$ cat src/rtl/arm_ex_stage.sv
// ARM execute stage: condition check, 16-op data-processing ALU, 4-cycle iterative MUL/MLA, EXMEM register.
// ALU results land in EXMEM one edge after issue; a multiply holds ex_stall for 3 cycles and lands on the 4th edge.
module arm_ex_stage (
   input  logic        clk,
   input  logic        rst,
   input  logic        IDEX_valid,
   input  logic [3:0]  IDEX_cond,
   input  logic [3:0]  IDEX_alu_op,
   input  logic        IDEX_set_flags,
   input  logic [31:0] IDEX_op1,
   input  logic [31:0] IDEX_op2,
   input  logic        IDEX_shifter_carry,
   input  logic        IDEX_is_mul,
   input  logic        IDEX_mul_acc,
   input  logic [31:0] IDEX_acc,
   input  logic [31:0] IDEX_rd_data,
   input  logic        IDEX_rd_we,
   input  logic        IDEX_rd_data_sel,
   input  logic        IDEX_ld_byte_or_word,
   input  logic        IDEX_internal_halted,
   input  logic [3:0]  IDEX_des_reg_num,
   input  logic [3:0]  IDEX_mem_write_en,
   output logic        ex_stall,
   output logic        EXID_rd_we,
   output logic [3:0]  EXID_rd_num,
   output logic [31:0] EXID_data_result,
   output logic [3:0]  cpsr_flags,
   output logic [31:0] EXMEM_data_result,
   output logic [31:0] EXMEM_rd_data,
   output logic        EXMEM_rd_we,
   output logic        EXMEM_rd_data_sel,
   output logic        EXMEM_ld_byte_or_word,
   output logic        EXMEM_internal_halted,
   output logic [3:0]  EXMEM_des_reg_num,
   output logic [3:0]  EXMEM_mem_write_en
);

   typedef enum logic {
      S_IDLE = 1'b0,
      S_BUSY = 1'b1
   } mul_state_t;

   mul_state_t  r_state, w_state_nxt;
   logic [1:0]  r_cnt, w_cnt_nxt;
   logic [31:0] r_partial, w_partial_nxt;
   logic [3:0]  r_flags, w_flags_nxt;

   logic w_n, w_z, w_c, w_v;
   assign {w_n, w_z, w_c, w_v} = r_flags;

   logic w_cond_pass;
   always_comb begin
      w_cond_pass = 1'b0;
      case (IDEX_cond)
         4'h0:    w_cond_pass = w_z;
         4'h1:    w_cond_pass = !w_z;
         4'h2:    w_cond_pass = w_c;
         4'h3:    w_cond_pass = !w_c;
         4'h4:    w_cond_pass = w_n;
         4'h5:    w_cond_pass = !w_n;
         4'h6:    w_cond_pass = w_v;
         4'h7:    w_cond_pass = !w_v;
         4'h8:    w_cond_pass = w_c && !w_z;
         4'h9:    w_cond_pass = !w_c || w_z;
         4'hA:    w_cond_pass = (w_n == w_v);
         4'hB:    w_cond_pass = (w_n != w_v);
         4'hC:    w_cond_pass = !w_z && (w_n == w_v);
         4'hD:    w_cond_pass = w_z || (w_n != w_v);
         4'hE:    w_cond_pass = 1'b1;
         default: w_cond_pass = 1'b0;
      endcase
   end

   logic w_kill;
   assign w_kill = !IDEX_valid || !w_cond_pass;

   // Every arithmetic op maps onto a + b + cin; subtracts invert one operand so C is NOT borrow.
   logic [31:0] w_add_a, w_add_b, w_logic_res;
   logic        w_add_cin, w_arith;
   always_comb begin
      w_add_a     = IDEX_op1;
      w_add_b     = IDEX_op2;
      w_add_cin   = 1'b0;
      w_arith     = 1'b1;
      w_logic_res = '0;
      case (IDEX_alu_op)
         4'h2, 4'hA: begin
            w_add_b   = ~IDEX_op2;
            w_add_cin = 1'b1;
         end
         4'h3: begin
            w_add_a   = IDEX_op2;
            w_add_b   = ~IDEX_op1;
            w_add_cin = 1'b1;
         end
         4'h4, 4'hB: begin
            w_add_cin = 1'b0;
         end
         4'h5: begin
            w_add_cin = w_c;
         end
         4'h6: begin
            w_add_b   = ~IDEX_op2;
            w_add_cin = w_c;
         end
         4'h7: begin
            w_add_a   = IDEX_op2;
            w_add_b   = ~IDEX_op1;
            w_add_cin = w_c;
         end
         4'h0, 4'h8: begin
            w_arith     = 1'b0;
            w_logic_res = IDEX_op1 & IDEX_op2;
         end
         4'h1, 4'h9: begin
            w_arith     = 1'b0;
            w_logic_res = IDEX_op1 ^ IDEX_op2;
         end
         4'hC: begin
            w_arith     = 1'b0;
            w_logic_res = IDEX_op1 | IDEX_op2;
         end
         4'hD: begin
            w_arith     = 1'b0;
            w_logic_res = IDEX_op2;
         end
         4'hE: begin
            w_arith     = 1'b0;
            w_logic_res = IDEX_op1 & ~IDEX_op2;
         end
         default: begin
            w_arith     = 1'b0;
            w_logic_res = ~IDEX_op2;
         end
      endcase
   end

   logic [32:0] w_sum;
   logic [31:0] w_alu_res;
   logic        w_alu_c, w_alu_v, w_ovf, w_is_test;
   assign w_sum     = {1'b0, w_add_a} + {1'b0, w_add_b} + {32'd0, w_add_cin};
   assign w_ovf     = (w_add_a[31] == w_add_b[31]) && (w_sum[31] != w_add_a[31]);
   assign w_alu_res = w_arith ? w_sum[31:0] : w_logic_res;
   assign w_alu_c   = w_arith ? w_sum[32] : IDEX_shifter_carry;
   assign w_alu_v   = w_arith ? w_ovf : w_v;
   assign w_is_test = (IDEX_alu_op[3:2] == 2'b10);

   // One 32x8 partial product per cycle; r_cnt selects the op2 byte and its weight.
   logic [31:0] w_op2_sh, w_term, w_step, w_acc_init, w_mul_res;
   logic [4:0]  w_shamt;
   assign w_shamt    = {r_cnt, 3'b000};
   assign w_op2_sh   = IDEX_op2 >> w_shamt;
   assign w_term     = IDEX_op1 * {24'd0, w_op2_sh[7:0]};
   assign w_step     = w_term << w_shamt;
   assign w_acc_init = IDEX_mul_acc ? IDEX_acc : 32'd0;
   assign w_mul_res  = r_partial + w_step;

   logic w_mul_start, w_mul_done, w_stall;
   assign w_mul_start = (r_state == S_IDLE) && !w_kill && IDEX_is_mul;

   always_comb begin
      w_state_nxt   = r_state;
      w_cnt_nxt     = r_cnt;
      w_partial_nxt = r_partial;
      w_stall       = 1'b0;
      w_mul_done    = 1'b0;
      case (r_state)
         S_IDLE: begin
            if (w_mul_start) begin
               w_state_nxt   = S_BUSY;
               w_cnt_nxt     = 2'd1;
               w_partial_nxt = w_acc_init + w_step;
               w_stall       = 1'b1;
            end
         end
         default: begin
            w_partial_nxt = w_mul_res;
            w_cnt_nxt     = r_cnt + 2'd1;
            if (r_cnt == 2'd3) begin
               w_state_nxt = S_IDLE;
               w_mul_done  = 1'b1;
            end else begin
               w_stall = 1'b1;
            end
         end
      endcase
   end

   logic        w_alu_wr, w_wr, w_rd_we;
   logic [31:0] w_result;
   assign w_alu_wr = (r_state == S_IDLE) && !w_kill && !IDEX_is_mul;
   assign w_wr     = w_alu_wr || w_mul_done;
   assign w_result = w_mul_done ? w_mul_res : w_alu_res;
   assign w_rd_we  = w_wr && IDEX_rd_we && !(w_alu_wr && w_is_test);

   // Multiplies touch only N and Z; C and V keep their previous values.
   always_comb begin
      w_flags_nxt = r_flags;
      if (w_alu_wr && (IDEX_set_flags || w_is_test)) begin
         w_flags_nxt = {w_alu_res[31], (w_alu_res == 32'd0), w_alu_c, w_alu_v};
      end else if (w_mul_done && IDEX_set_flags) begin
         w_flags_nxt = {w_mul_res[31], (w_mul_res == 32'd0), w_c, w_v};
      end
   end

   always_ff @(posedge clk) begin
      if (rst) begin
         r_state   <= S_IDLE;
         r_cnt     <= 2'd0;
         r_partial <= 32'd0;
         r_flags   <= 4'd0;
      end else begin
         r_state   <= w_state_nxt;
         r_cnt     <= w_cnt_nxt;
         r_partial <= w_partial_nxt;
         r_flags   <= w_flags_nxt;
      end
   end

   always_ff @(posedge clk) begin
      if (rst) begin
         EXMEM_data_result     <= 32'd0;
         EXMEM_rd_data         <= 32'd0;
         EXMEM_rd_we           <= 1'b0;
         EXMEM_rd_data_sel     <= 1'b0;
         EXMEM_ld_byte_or_word <= 1'b0;
         EXMEM_internal_halted <= 1'b0;
         EXMEM_des_reg_num     <= 4'd0;
         EXMEM_mem_write_en    <= 4'd0;
      end else begin
         EXMEM_data_result     <= w_wr ? w_result : 32'd0;
         EXMEM_rd_data         <= IDEX_rd_data;
         EXMEM_rd_we           <= w_rd_we;
         EXMEM_rd_data_sel     <= IDEX_rd_data_sel;
         EXMEM_ld_byte_or_word <= IDEX_ld_byte_or_word;
         EXMEM_internal_halted <= IDEX_internal_halted;
         EXMEM_des_reg_num     <= IDEX_des_reg_num;
         EXMEM_mem_write_en    <= w_wr ? IDEX_mem_write_en : 4'd0;
      end
   end

   assign ex_stall         = w_stall;
   assign EXID_rd_we       = w_rd_we;
   assign EXID_rd_num      = IDEX_des_reg_num;
   assign EXID_data_result = w_result;
   assign cpsr_flags       = r_flags;

endmodule

$ cat config.mk
export PLATFORM = sky130hd
export DESIGN_NAME = arm_ex_stage
export DESIGN_NICKNAME = d
export VERILOG_FILES = /design/src/rtl/arm_ex_stage.sv
export SDC_FILE = /design/constraint.sdc
export NUM_CORES = 1
export LEC_CHECK = 0
export CORE_ASPECT_RATIO = 1.1
export CORE_MARGIN = 4
export CORE_UTILIZATION = 55
export CTS_BUF_LIST = sky130_fd_sc_hd__clkbuf_8
export CTS_CLUSTER_DIAMETER = 30
export DETAILED_ROUTE_END_ITERATION = 10
export PLACE_DENSITY = 0.88
export SLEW_MARGIN = 25
export SYNTH_ARGS = -nofsm -noshare
export SYNTH_HDL_FRONTEND = slang
export SYNTH_SLANG_ARGS = --single-unit
$ cat constraint.sdc
create_clock -name clk -period 23 [get_ports clk]
set_input_delay 6.9 -clock clk [delete_from_list [all_inputs] [get_ports clk]]
set_output_delay 6.9 -clock clk [all_outputs]
set_load 0.01 [all_outputs]
==> results of run 1 <==
-- worst register-to-register path: cells and delay by family (launching register included) --
kind                       cells  cell delay (ns)
xor gates and xnor gates       1             0.24
and+or+nand+nor               10             2.44
muxes                          1             0.90
adders and majority gates      6             2.80
AOI/OAI and AO/OA              9             2.39
buffers and inverters          3             0.93
DFF                            1             0.32
-- flip-flops by register name (all words and copies together) (netlist names) --
name	count
EXMEM_data_result	32
r_state	1
r_cnt	2
cpsr_flags	4
EXMEM_internal_halted	1
EXMEM_rd_data_sel	1
EXMEM_rd_data	32
EXMEM_des_reg_num	4
r_partial	32
EXMEM_mem_write_en	4
EXMEM_rd_we	1
EXMEM_ld_byte_or_word	1
-- per-stage QoR --
stage               std cells  setup WS [ns]  utilization
floorplan                2678           2.12            -
global placement         3318          0.434        0.643
detailed placement       3318          0.130        0.643
CTS                      3350          0.104        0.655
global route             3362        -0.0439        0.664
finish                   3364         0.0514        0.664
-- final timing paths --
check / endpoint
setup / recovery: EXID_data_result[31]
hold / removal: r_partial[5]
setup reg to reg: cpsr_flags[2]
hold reg to reg: r_partial[5]
-- routing by layer --
| layer | vias to the layer above | global-route usage |
|---|---|---|
| met4 | 6 | 0.201 |
| met2 | 1769 | 0.575 |
| met3 | 430 | 0.0777 |
| met5 | - | 0 |
| li1 | 9646 | - |
| met1 | 10300 | 0.476 |
-- layout by cell type (no fill, tap or decap), types with 21 or more instances in the layout --
cell / Yosys / layout
nand2_1: 220 / 219
and2_1: 212 / 212
xnor2_1: 95 / 94
o22ai_1: 27 / 26
nand3_1: 38 / 37
mux2_2: 22 / 22
a31oi_1: 30 / 30
a21oi_1: 218 / 215
ha_1: 167 / 167
nor3_1: 43 / 43
o21ai_0: 135 / 132
buf_4: 5 / 49
clkdlybuf4s50_1: 0 / 255
o21a_1: 21 / 21
xor2_1: 35 / 35
nor2b_1: 60 / 60
inv_1: 247 / 247
a22oi_1: 22 / 22
nand2b_1: 25 / 25
fa_1: 160 / 160
a211oi_1: 50 / 49
a21o_1: 50 / 50
dfxtp_1: 115 / 115
nor2_1: 213 / 211
-- timing repair --
action                     CTS  global route
resized for setup            0            30
setup buffers                0             2
hold buffers                 0             0
setup endpoints to repair    0             6
-- kinds of logic after synthesis --
group | after synthesis
AO/OA/AOI/OAI | 730
AND/OR/NAND/NOR | 909
multiplexers | 48
buffers and inverters | 415
adder cells (fa/ha/maj) | 328
flip-flops | 115
XOR/XNOR | 133
-- cells in the mapped netlist, types with 60 or more instances --
cell type / count
fa_1: 160
ha_1: 167
o21ai_0: 135
and2_1: 212
clkbuf_1: 143
a21oi_1: 218
nand2_1: 220
inv_1: 247
nor2_1: 213
nor2b_1: 60
xnor2_1: 95
dfxtp_1: 115
-- area by class of cell --
cell class | instances | area [um^2]
timing repair buffer | 322 | 3140
inverter | 248 | 931
clock inverter | 15 | 185
multi-input combinational | 2156 | 16700
fill | 3010 | 12200
tap | 487 | 609
sequential | 115 | 2300
clock buffer | 17 | 234
antenna | 4 | 10.0
==> results.cfg, run 1 <==
[status]
outcome = completed

[cts]
clk-insertion-delay-late_ns = 0.46
cts_tree = built
cts_root_buf = clkbuf_8
path_clk_slew_ns = 0.08
cts_max_path_buffers = 2
cts_inserted_buffers = 17
cts_max_level = 4
cts_sinks = 115

[detailed_routing]
wl_met1_um = 28300
wl_um = 80400
avgRoutedWirePerCell_um = 23.9
dr_wl_met2_um = 34900
vias = 22200
drt_iter0_markers = 3368
drtAntennaViolNets = 0
via_per_inst = 6.59
drc_errors = 0
firstDrtPassIters = 8
top_layer = met5
met3_length_um = 11000

[synth]
synth-compound-area-share = 0.233
async_reset_ff_frac = 0
muxShareOfSynthArea = 0.0305
synthCells = 2678
synth_cell_types = 95
synthAdderAreaFrac = 0.261
syn_avg_cell_area_um2 = 7.60
synth_area_leaders = fa_1 16%, dfxtp_1 11%, ha_1 10%
synth_edf_count = 0
syn_area_um2 = 20400
yosysSeqAreaShare = 0.113
synth_warnings = 0
yosys.area.top_type = fa_1
synthXorXnorAreaFrac = 0.0583
synth_top_area_frac = 0.157
synthFlopType = dfxtp_1
synth.net_count = 3160
synth-seq-cells = 115
yosys.area_share.simple = 0.226
synth_top_family_by_area = adder cells

[global_routing]
grt_max_degree = 74
track_usage = 0.368
grt_pass1_vias = 21300
grt_overflow = 0
grt_pass1_wl_um = 118000
antenna_found_initial = 5

[finish]
nets = 3342
layout-drive-gt1-share = 0.0613
syn_to_final_growth_pct = 18.6
design_area_um2 = 24100

[die]
rows = 73
pin_count = 273
die_x_um = 191
die_y_um = 210
dieArea_um2 = 40100
initial_utilization = 0.560
core_um2 = 36400

[job]
max_cap_viol_count = 0

[worst_setup_path]
crit_family = adder cells
required_ns = 16.10
cp.arrival_ns = 16.05
crit_cells = 30
crit_path_max_fanout = 10
cp_slowest_stage_delay_ns = 0.78
cp_slowest_cell = mux4_1
startpoint_type = input port
reg2regPathDepth = 30
critPathKind = input port to output pin
reg2reg_from = r_cnt[0]
startpoint = IDEX_op2[13]
worst-path-buf-inv = 4
crit_top_cell = fa_1
crit_path_end_kind = output pin
r2r_slack_ns = 12.93

[sta]
setup_viol = 0
drv_slew = 0
fin_crit_sh = 0.998
fmax_mhz = 43.6
hold_ws_ns = 0.467
final.setup_skew_ns = 0.0206
min_period_ns = 22.95
setup_tns_ns = 0
hold_violations = 0
tightestPinTransition_ns = 1.04
relSlewSlack = 0.308

[hold_path]
min_path_cells = 2
hold_start = r_partial[5]
min_path_type = flop to flop

[placed_design]
gp_congestion = 1.07
portBuffers = 272
hpwlAfterDp_um = 60500
placed_area_um2 = 23400
Power of run 1 is not shown: default switching activity piles up to over one toggle a cycle in this logic, so the estimate is an artifact.
==> inputs of run 2 (changes only) <==
ABC_CLOCK_PERIOD_IN_PS = 23000   (was default)
GPL_TIMING_DRIVEN = 0   (was default)
==> run 2 against run 1 <==
Net effect: first-iteration DRC count shrank 23%; wire length up 9.1%; final area rose by 1.3%; non-clock buffer count rose by 124; sequential share of layout area fell by 0.12 points; highest routed layer unchanged; sequential cell count unchanged.
==> results.cfg, run 2 (synthesized netlist as in run 1, its figures left out) <==
[worst_setup_path]
worst-path-buf-inv = 6
crit_family = adder cells
critPathKind = input port to output pin
crit_path_end_kind = output pin
cp_slowest_cell = mux4_2
cp_slowest_stage_delay_ns = 0.65
startpoint_type = input port
cp.arrival_ns = 16.00
crit_path_max_fanout = 10
required_ns = 16.10

[die]
rows = 73
die_x_um = 191
dieArea_um2 = 40100
initial_utilization = 0.560
core_um2 = 36400
pin_count = 273
die_y_um = 210

[sta]
hold_violations = 0
final.setup_skew_ns = 0.0137
hold_ws_ns = 0.461
drv_slew = 0
min_period_ns = 22.90
fmax_mhz = 43.7
relSlewSlack = 0.251
fin_crit_sh = 0.996
setup_viol = 0
tightestPinTransition_ns = 1.12
setup_tns_ns = 0

[cts]
cts_inserted_buffers = 17
cts_root_buf = clkbuf_8
cts_sinks = 115
cts_max_path_buffers = 2
clk-insertion-delay-late_ns = 0.49
cts_tree = built
cts_hold_buf = 0
cts_max_level = 4
path_clk_slew_ns = 0.08

[finish]
layout_common_cells = 259 x clkdlybuf4s50_1, 247 x inv_1, 219 x nand2_1, 212 x and2_1, 211 x nor2_1
nets = 3458
syn_to_final_growth_pct = 20.2
reg_top3 = EXMEM_data_result x32, EXMEM_rd_data x32, r_partial x32
layout-drive-gt1-share = 0.0649
final_common_cell = clkdlybuf4s50_1

[hold_path]
min_path_type = flop to flop

[detailed_routing]
vias = 22400
wl_um = 87800
drc_errors = 0
firstDrtPassIters = 8
via_per_inst = 6.43
drtAntennaViolNets = 0
avgRoutedWirePerCell_um = 25.2
drt_iter0_markers = 2590

[global_routing]
antenna_found_initial = 2
track_usage = 0.416
grt_pass1_vias = 21900
grt_max_degree = 17
grt_pass1_wl_um = 128000
grt_overflow = 0

[job]
max_cap_viol_count = 0

[placed_design]
portBuffers = 265
gp_congestion = 1.03
hpwlAfterDp_um = 71300

[status]
outcome = completed
[run 2: cell types whose count changed in the layout (fill, tap and decap cells not counted), sizes merged, moves of 6 or more]
cell | before | now
clkbuf | 17 | 158
inv | 257 | 251
mux4 | 17 | 9
buf | 52 | 41
dlymetal6s2s | 15 | 5
[run 2: area by class of cell]
| cell class | instances | area, um^2 |
|---|---|---|
| flip-flops and latches | 115 | 2300 |
| inverters | 248 | 931 |
| diodes | 1 | 2.50 |
| repair buffers | 280 | 2770 |
| plain buffers | 166 | 672 |
| clock buffers | 17 | 234 |
| fillers | 3068 | 11900 |
| clock inverters | 14 | 181 |
| multi-input cells | 2148 | 16800 |
| well taps | 487 | 609 |
[run 2: repair_timing]
item	in CTS	in global routing
gates resized for setup	30	56
pin swaps	0	13
setup buffers	1	14
endpoints found under the setup margin	12	11
[run 2: final timing paths]
check,start,end,cells past startpoint,slack [ns]
hold / removal,r_partial[5],r_partial[5],2,0.46
setup / recovery,IDEX_op2[23],EXID_data_result[26],34,0.1
hold reg to reg,r_partial[5],r_partial[5],2,0.46
setup reg to reg,r_cnt[0],cpsr_flags[2],34,12.54
[run 2: through the flow]
step / instance area (um^2) / utilization / cells / worst slack (ns)
2_1_floorplan: 20400 / - / 2678 / 2.12
3_3_place_gp: 23600 / 0.650 / 3430 / -0.909
3_5_place_dp: 23600 / 0.650 / 3430 / -0.974
4_1_cts: 24200 / 0.665 / 3461 / -0.0286
5_1_grt: 24500 / 0.673 / 3476 / -0.121
6_report: 24500 / 0.673 / 3476 / 0.0977
[run 2: per-layer routing]
layer / GRT usage / part of all wire
met2: 0.669 / 0.45
met1: 0.512 / 0.36
met4: 0.237 / 0.070
met3: 0.0956 / 0.11
met5: 0 / 0.00021
[run 2: worst register-to-register path: cells and delay by family (launching register included)]
family | cells | cell delay [ns]
DFF | 1 | 0.37
and+or+nand+nor | 11 | 2.33
adders and majority gates | 6 | 2.68
AOI/OAI and AO/OA | 8 | 2.28
xor gates and xnor gates | 1 | 0.37
buffers and inverters | 7 | 1.70
muxes | 1 | 0.67
Power of run 2 is left out for the same reason.
